`config.mk`:
```
export PLATFORM = sky130hd
export DESIGN_NAME = ram_arbiter
export DESIGN_NICKNAME = d
export VERILOG_FILES = /design/src/rtl/ram_arbiter_pkg.sv /design/src/rtl/ram_arb_pick.sv /design/src/rtl/ram_arbiter.sv
export SDC_FILE = /design/constraint.sdc
export NUM_CORES = 1
export LEC_CHECK = 0
export BUFFER_PORTS_ARGS = -buffer_cell sky130_fd_sc_hd__buf_2
export CAP_MARGIN = 20
export CORE_AREA = 8 8 274 276
export DETAILED_ROUTE_END_ITERATION = 7
export DIE_AREA = 0 0 282 284
export PLACE_DENSITY_LB_ADDON = 0.15
export SYNTH_ARGS = -nofsm -noshare
export SYNTH_HDL_FRONTEND = slang
export SYNTH_SLANG_ARGS = --single-unit
```
`constraint.sdc`:
```
create_clock -name clock -period 18.3 [get_ports clock]
set_input_delay 2.745 -clock clock [delete_from_list [all_inputs] [get_ports clock]]
set_output_delay 2.745 -clock clock [all_outputs]
set_load 0.01 [all_outputs]
```
`src/rtl/ram_arbiter_pkg.sv`:
```
// Shared types and defaults for the RAMHelper arbiter.
package ram_arbiter_pkg;

  localparam logic [63:0] RAM_BASE_DEFAULT = 64'h8000_0000;

  typedef enum logic [1:0] {
    ARB_IDLE  = 2'd0,
    ARB_ISSUE = 2'd1,
    ARB_RESP  = 2'd2
  } arbState_t;

  typedef enum logic {
    OWN_IF  = 1'b0,
    OWN_MEM = 1'b1
  } owner_t;

endpackage

```
`src/rtl/ram_arb_pick.sv`:
```
// Combinational grant: data side wins unless fetch has waited through the streak limit.
module ram_arb_pick
  import ram_arbiter_pkg::*;
#(
  parameter int unsigned MAX_MEM_STREAK = 4
) (
  input  logic       if_valid,
  input  logic       mem_valid,
  input  logic [2:0] streak,
  input  logic       accept_slot,
  output logic       grant_if,
  output logic       grant_mem
);

  localparam logic [2:0] STREAK_LIMIT = 3'(MAX_MEM_STREAK);

  always_comb begin
    grant_mem = accept_slot && mem_valid && !(if_valid && (streak == STREAK_LIMIT));
    grant_if  = accept_slot && if_valid && !grant_mem;
  end

endmodule

```
`src/rtl/ram_arbiter.sv`:
```
// Shares one RAMHelper port between fetch and load/store; one access per two cycles.
module ram_arbiter
  import ram_arbiter_pkg::*;
#(
  parameter logic [63:0] RAM_BASE       = RAM_BASE_DEFAULT,
  parameter int unsigned MAX_MEM_STREAK = 4
) (
  input  logic        clock,
  input  logic        reset,
  input  logic        if_req_valid,
  output logic        if_req_ready,
  input  logic [63:0] if_req_addr,
  output logic        if_rsp_valid,
  output logic [63:0] if_rsp_data,
  input  logic        mem_req_valid,
  output logic        mem_req_ready,
  input  logic        mem_req_wen,
  input  logic [63:0] mem_req_addr,
  input  logic [63:0] mem_req_wdata,
  input  logic [63:0] mem_req_wmask,
  output logic        mem_rsp_valid,
  output logic [63:0] mem_rsp_data,
  output logic        ram_ren,
  output logic [63:0] ram_rIdx,
  input  logic [63:0] ram_rdata,
  output logic        ram_wen,
  output logic [63:0] ram_wIdx,
  output logic [63:0] ram_wdata,
  output logic [63:0] ram_wmask
);

  localparam logic [2:0] STREAK_LIMIT = 3'(MAX_MEM_STREAK);

  arbState_t   state, nextState;
  owner_t      owner;
  logic        latWen, latInRange;
  logic [63:0] latIdx, latWdata, latWmask;
  logic [2:0]  streak;

  logic        acceptSlot, grantIf, grantMem, acceptIf, acceptMem, accept;
  logic [63:0] reqAddr, reqDiff;
  logic        rdHit;

  // Readies are gated by reset so both read 0 while reset is held.
  assign acceptSlot = !reset && ((state == ARB_IDLE) || (state == ARB_RESP));

  ram_arb_pick #(.MAX_MEM_STREAK(MAX_MEM_STREAK)) pick (
    .if_valid   (if_req_valid),
    .mem_valid  (mem_req_valid),
    .streak     (streak),
    .accept_slot(acceptSlot),
    .grant_if   (grantIf),
    .grant_mem  (grantMem)
  );

  assign if_req_ready  = grantIf;
  assign mem_req_ready = grantMem;
  assign acceptIf      = grantIf && if_req_valid;
  assign acceptMem     = grantMem && mem_req_valid;
  assign accept        = acceptIf || acceptMem;
  assign reqAddr       = acceptMem ? mem_req_addr : if_req_addr;
  assign reqDiff       = reqAddr - RAM_BASE;

  always_comb begin
    nextState = state;
    case (state)
      ARB_IDLE:  if (accept) nextState = ARB_ISSUE;
      ARB_ISSUE: nextState = ARB_RESP;
      ARB_RESP:  nextState = accept ? ARB_ISSUE : ARB_IDLE;
      default:   nextState = ARB_IDLE;
    endcase
  end

  always_ff @(posedge clock or posedge reset) begin
    if (reset) begin
      state      <= ARB_IDLE;
      owner      <= OWN_IF;
      latWen     <= 1'b0;
      latInRange <= 1'b0;
      latIdx     <= '0;
      latWdata   <= '0;
      latWmask   <= '0;
      streak     <= '0;
    end else begin
      state <= nextState;
      if (accept) begin
        owner      <= acceptMem ? OWN_MEM : OWN_IF;
        latWen     <= acceptMem && mem_req_wen;
        latInRange <= (reqAddr >= RAM_BASE);
        latIdx     <= reqDiff >> 3;
        latWdata   <= acceptMem ? mem_req_wdata : '0;
        latWmask   <= acceptMem ? mem_req_wmask : '0;
      end
      if (!if_req_valid || acceptIf)
        streak <= '0;
      else if (acceptMem && (streak < STREAK_LIMIT))
        streak <= streak + 3'd1;
    end
  end

  always_comb begin
    ram_ren   = (state == ARB_ISSUE) && !latWen && latInRange;
    ram_wen   = (state == ARB_ISSUE) && latWen && latInRange;
    ram_rIdx  = ram_ren ? latIdx : '0;
    ram_wIdx  = ram_wen ? latIdx : '0;
    ram_wdata = ram_wen ? latWdata : '0;
    ram_wmask = ram_wen ? latWmask : '0;
  end

  assign rdHit = (state == ARB_RESP) && !latWen && latInRange;

  always_comb begin
    if_rsp_valid  = (state == ARB_RESP) && (owner == OWN_IF);
    mem_rsp_valid = (state == ARB_RESP) && (owner == OWN_MEM);
    if_rsp_data   = (if_rsp_valid && rdHit) ? ram_rdata : '0;
    mem_rsp_data  = (mem_rsp_valid && rdHit) ? ram_rdata : '0;
  end

endmodule

```
==> results_dict.tcl <==
set metrics [dict create \
    synth_area_leaders "dfrtp_1 41%, and2_1 20%, nand2_1 12%" \
    root_buffer "clkbuf_16" \
    initial_core_util_pct 17.0 \
    synthFlopType "dfrtp_1" \
    fin_nets 2479 \
    yosysTopAreaCell "dfrtp_1" \
    cts.reportedPaths.clkPinSlew_ps 80 \
    cts_resized 0 \
    max_freq_mhz 119 \
    cp_num_buf_inv 4 \
    synth-seq-cells 197 \
    ant_nets 0 \
    fin_crit_sh_pct 45.7 \
    yosysSeqAreaShare_pct 41.0 \
    cts_buffer_depth 2 \
    tritoncts "built" \
    drc 0 \
    die_width_um 282 \
    overflow 0 \
    vias_per_cell 4.14 \
    worstHoldStart "state[1]$_DFFE_PP0P_" \
    cts_buffers 17 \
    worst_slew_pin_slew_ps 996 \
    synthDistinctLibCells 64 \
    max_slew_margin_pct 33.6 \
    place_congestion 0.865 \
    dr.first_iter.drc_count 659 \
    status "complete, no violations" \
    syn_area_per_cell_um2 7.86 \
    r2r-start "streak[0]$_DFFE_PP0P_" \
    path_delay_family "simple AND/OR/NAND/NOR gates" \
    startpoint_type "input port" \
    powerDensity_nw_per_um2 70.8 \
    grt_max_degree 146 \
    grt_pass1_wl_mm 91.0 \
    wl_per_cell_um 20.1 \
    critical_path_class "input port to primary output" \
    dp_hpwl_mm 47.9 \
    totalWireLength_mm 63.0 \
    die_h_um 284 \
    yosys_warnings 0 \
    first_pass_iters 7 \
    cp_cell_sequence "buf_2 -> nand3_1 -> nand2_4 -> buf_12 -> nand2_1 -> inv_1 -> buf_2" \
    htreeDepth 4 \
    fin_tns_setup_ps 0 \
    post_cts_buffers 0 \
    final_util_pct 24.2 \
    boundaryPins 715 \
    max_stage_delay_ps 690 \
    via_count 12958 \
    leakagePower_uw 0.00949 \
    yosysTopAreaCellShare_pct 41.0 \
    irDropWorstVdd_v 0.0000528 \
    grt_pass1_vias 13589 \
    antenna_found_initial 16 \
    cts_hold_buf 0 \
    hold_path_class "flop to flop" \
    core_um2 70800 \
    clock_skew_ps 26.6 \
    synthCells 1530 \
    io_buffers 702 \
    syn_to_final_growth_pct 42.4 \
    dieArea_um2 80100 \
    synthArstFlopShare_pct 100 \
    clock-sinks 197 \
    hold_violations 0 \
    worstSetupEndpointType "primary output" \
    drive_gt1_share_pct 35.7 \
    cp.arrival_ps 5630 \
    num_rows 98 \
    drv_cap 0 \
    clk_latency_ps 500 \
    synth_edf_count 0 \
    cp_common_cell "buf_2" \
    min_period_ps 8370 \
    rsz0062_at_grt "no" \
    grt_usage_pct 15.1 \
    required_ps 15550 \
    critPathMaxFanout 145 \
    cp_slowest_cell "nand2_4" \
    slew_violations 0 \
    critPathLaunch "if_req_valid" \
    setup_viol 0 \
    synth_area_um2 12000 \
]
## stage by stage
| step | setup slack [ps] | cell area [um^2] | hold WS, ps | power, uW | instances |
|---|---|---|---|---|---|
| after floorplan | 10190 | 12100 | 424 | 673 | 1535 |
| after global placement | 9790 | 16400 | 462 | 808 | 3081 |
| after detailed placement | 9760 | 16400 | 458 | 811 | 3081 |
| after CTS | 9750 | 17100 | 473 | 1250 | 3113 |
| after global routing | 9590 | 17100 | 512 | 1290 | 3122 |
| final | 9930 | 17100 | 484 | 1210 | 3128 |
## cells by family (layout without fill, tap and decap cells)
logic type | count (synthesis) | count (layout) | synth area share [%]
AO/OA/AOI/OAI | 117 | 117 | 6.49
XOR/XNOR | 26 | 26 | 1.89
adder cells (fa/ha/maj) | 3 | 3 | 0.312
buffers and inverters | 129 | 758 | 4.26
flip-flops | 197 | 197 | 41.0
multiplexers | 29 | 29 | 2.45
other | 1 | 20 | 0.0312
AND/OR/NAND/NOR | 1028 | 1028 | 43.6
## registers in the layout (all words and copies together), names as in the netlist
signal      flops
latWdata       64
streak          3
latWen          1
latIdx         61
latWmask       64
state           2
owner           1
latInRange      1
## placed cells by master (no fill, tap or decap), types with 25 or more instances in the layout
cell type,synthesis,routed
a31oi_1,29,29
mux2i_1,25,25
nand2_1,376,374
nand3_1,139,139
buf_2,5,702
nor2_1,50,49
o21ai_0,26,26
dfrtp_1,197,197
and2_1,378,378
## cell usage after synthesis, drive strengths merged, types with 3 or more instances
master	n
a21oi	12
a31oi	29
and2	378
and3	6
buf	22
clkbuf	98
dfrtp	197
ha	3
inv	8
mux2	4
mux2i	25
nand2	376
nand2b	5
nand3	140
nand3b	3
nand4	7
nand4b	6
nor2	50
nor2b	5
nor3	16
nor3b	6
nor4	13
o211ai	6
o21ai	38
o31ai	7
o32ai	3
or3	5
or4	5
xnor2	17
xor2	9
## area by class of cell
class                           instances  area [um^2]
Multi-Input combinational cell       1209         6650
Antenna cell                           14         35.0
Sequential cell                       197         4930
Clock buffer                           17          425
Inverter                                9         46.3
Fill cell                            8016        53600
Timing Repair Buffer                  717         3660
Tap cell                              950         1190
Clock inverter                         15          205
## layer usage
metal  track usage, %  routed length, um
met5                0                 52
met4             7.00               2300
met3             4.99               5670
met2             26.5              31600
met1             16.1              23300
## final timing paths
check | end | slack, ps | cells past startpoint
worst max-delay path | if_req_ready | 9930 | 7
worst min-delay path | state[1]$_DFFE_PP0P_ | 480 | 1
worst max register to register | latIdx[54]$_DFFE_PP0P_ | 13240 | 12
worst min register to register | state[1]$_DFFE_PP0P_ | 480 | 1
max in group asynchronous | latWdata[38]$_DFFE_PP0P_ | 14420 | 3
min in group asynchronous | latIdx[40]$_DFFE_PP0P_ | 2420 | 2
## power by group
group	switching, uW	leakage (uW)	internal (uW)
clock	227	0.000304	191
sequential	42.9	0.00249	496
combinational	153	0.00670	103
No activity file was read; power rests on OpenSTA's default activity.
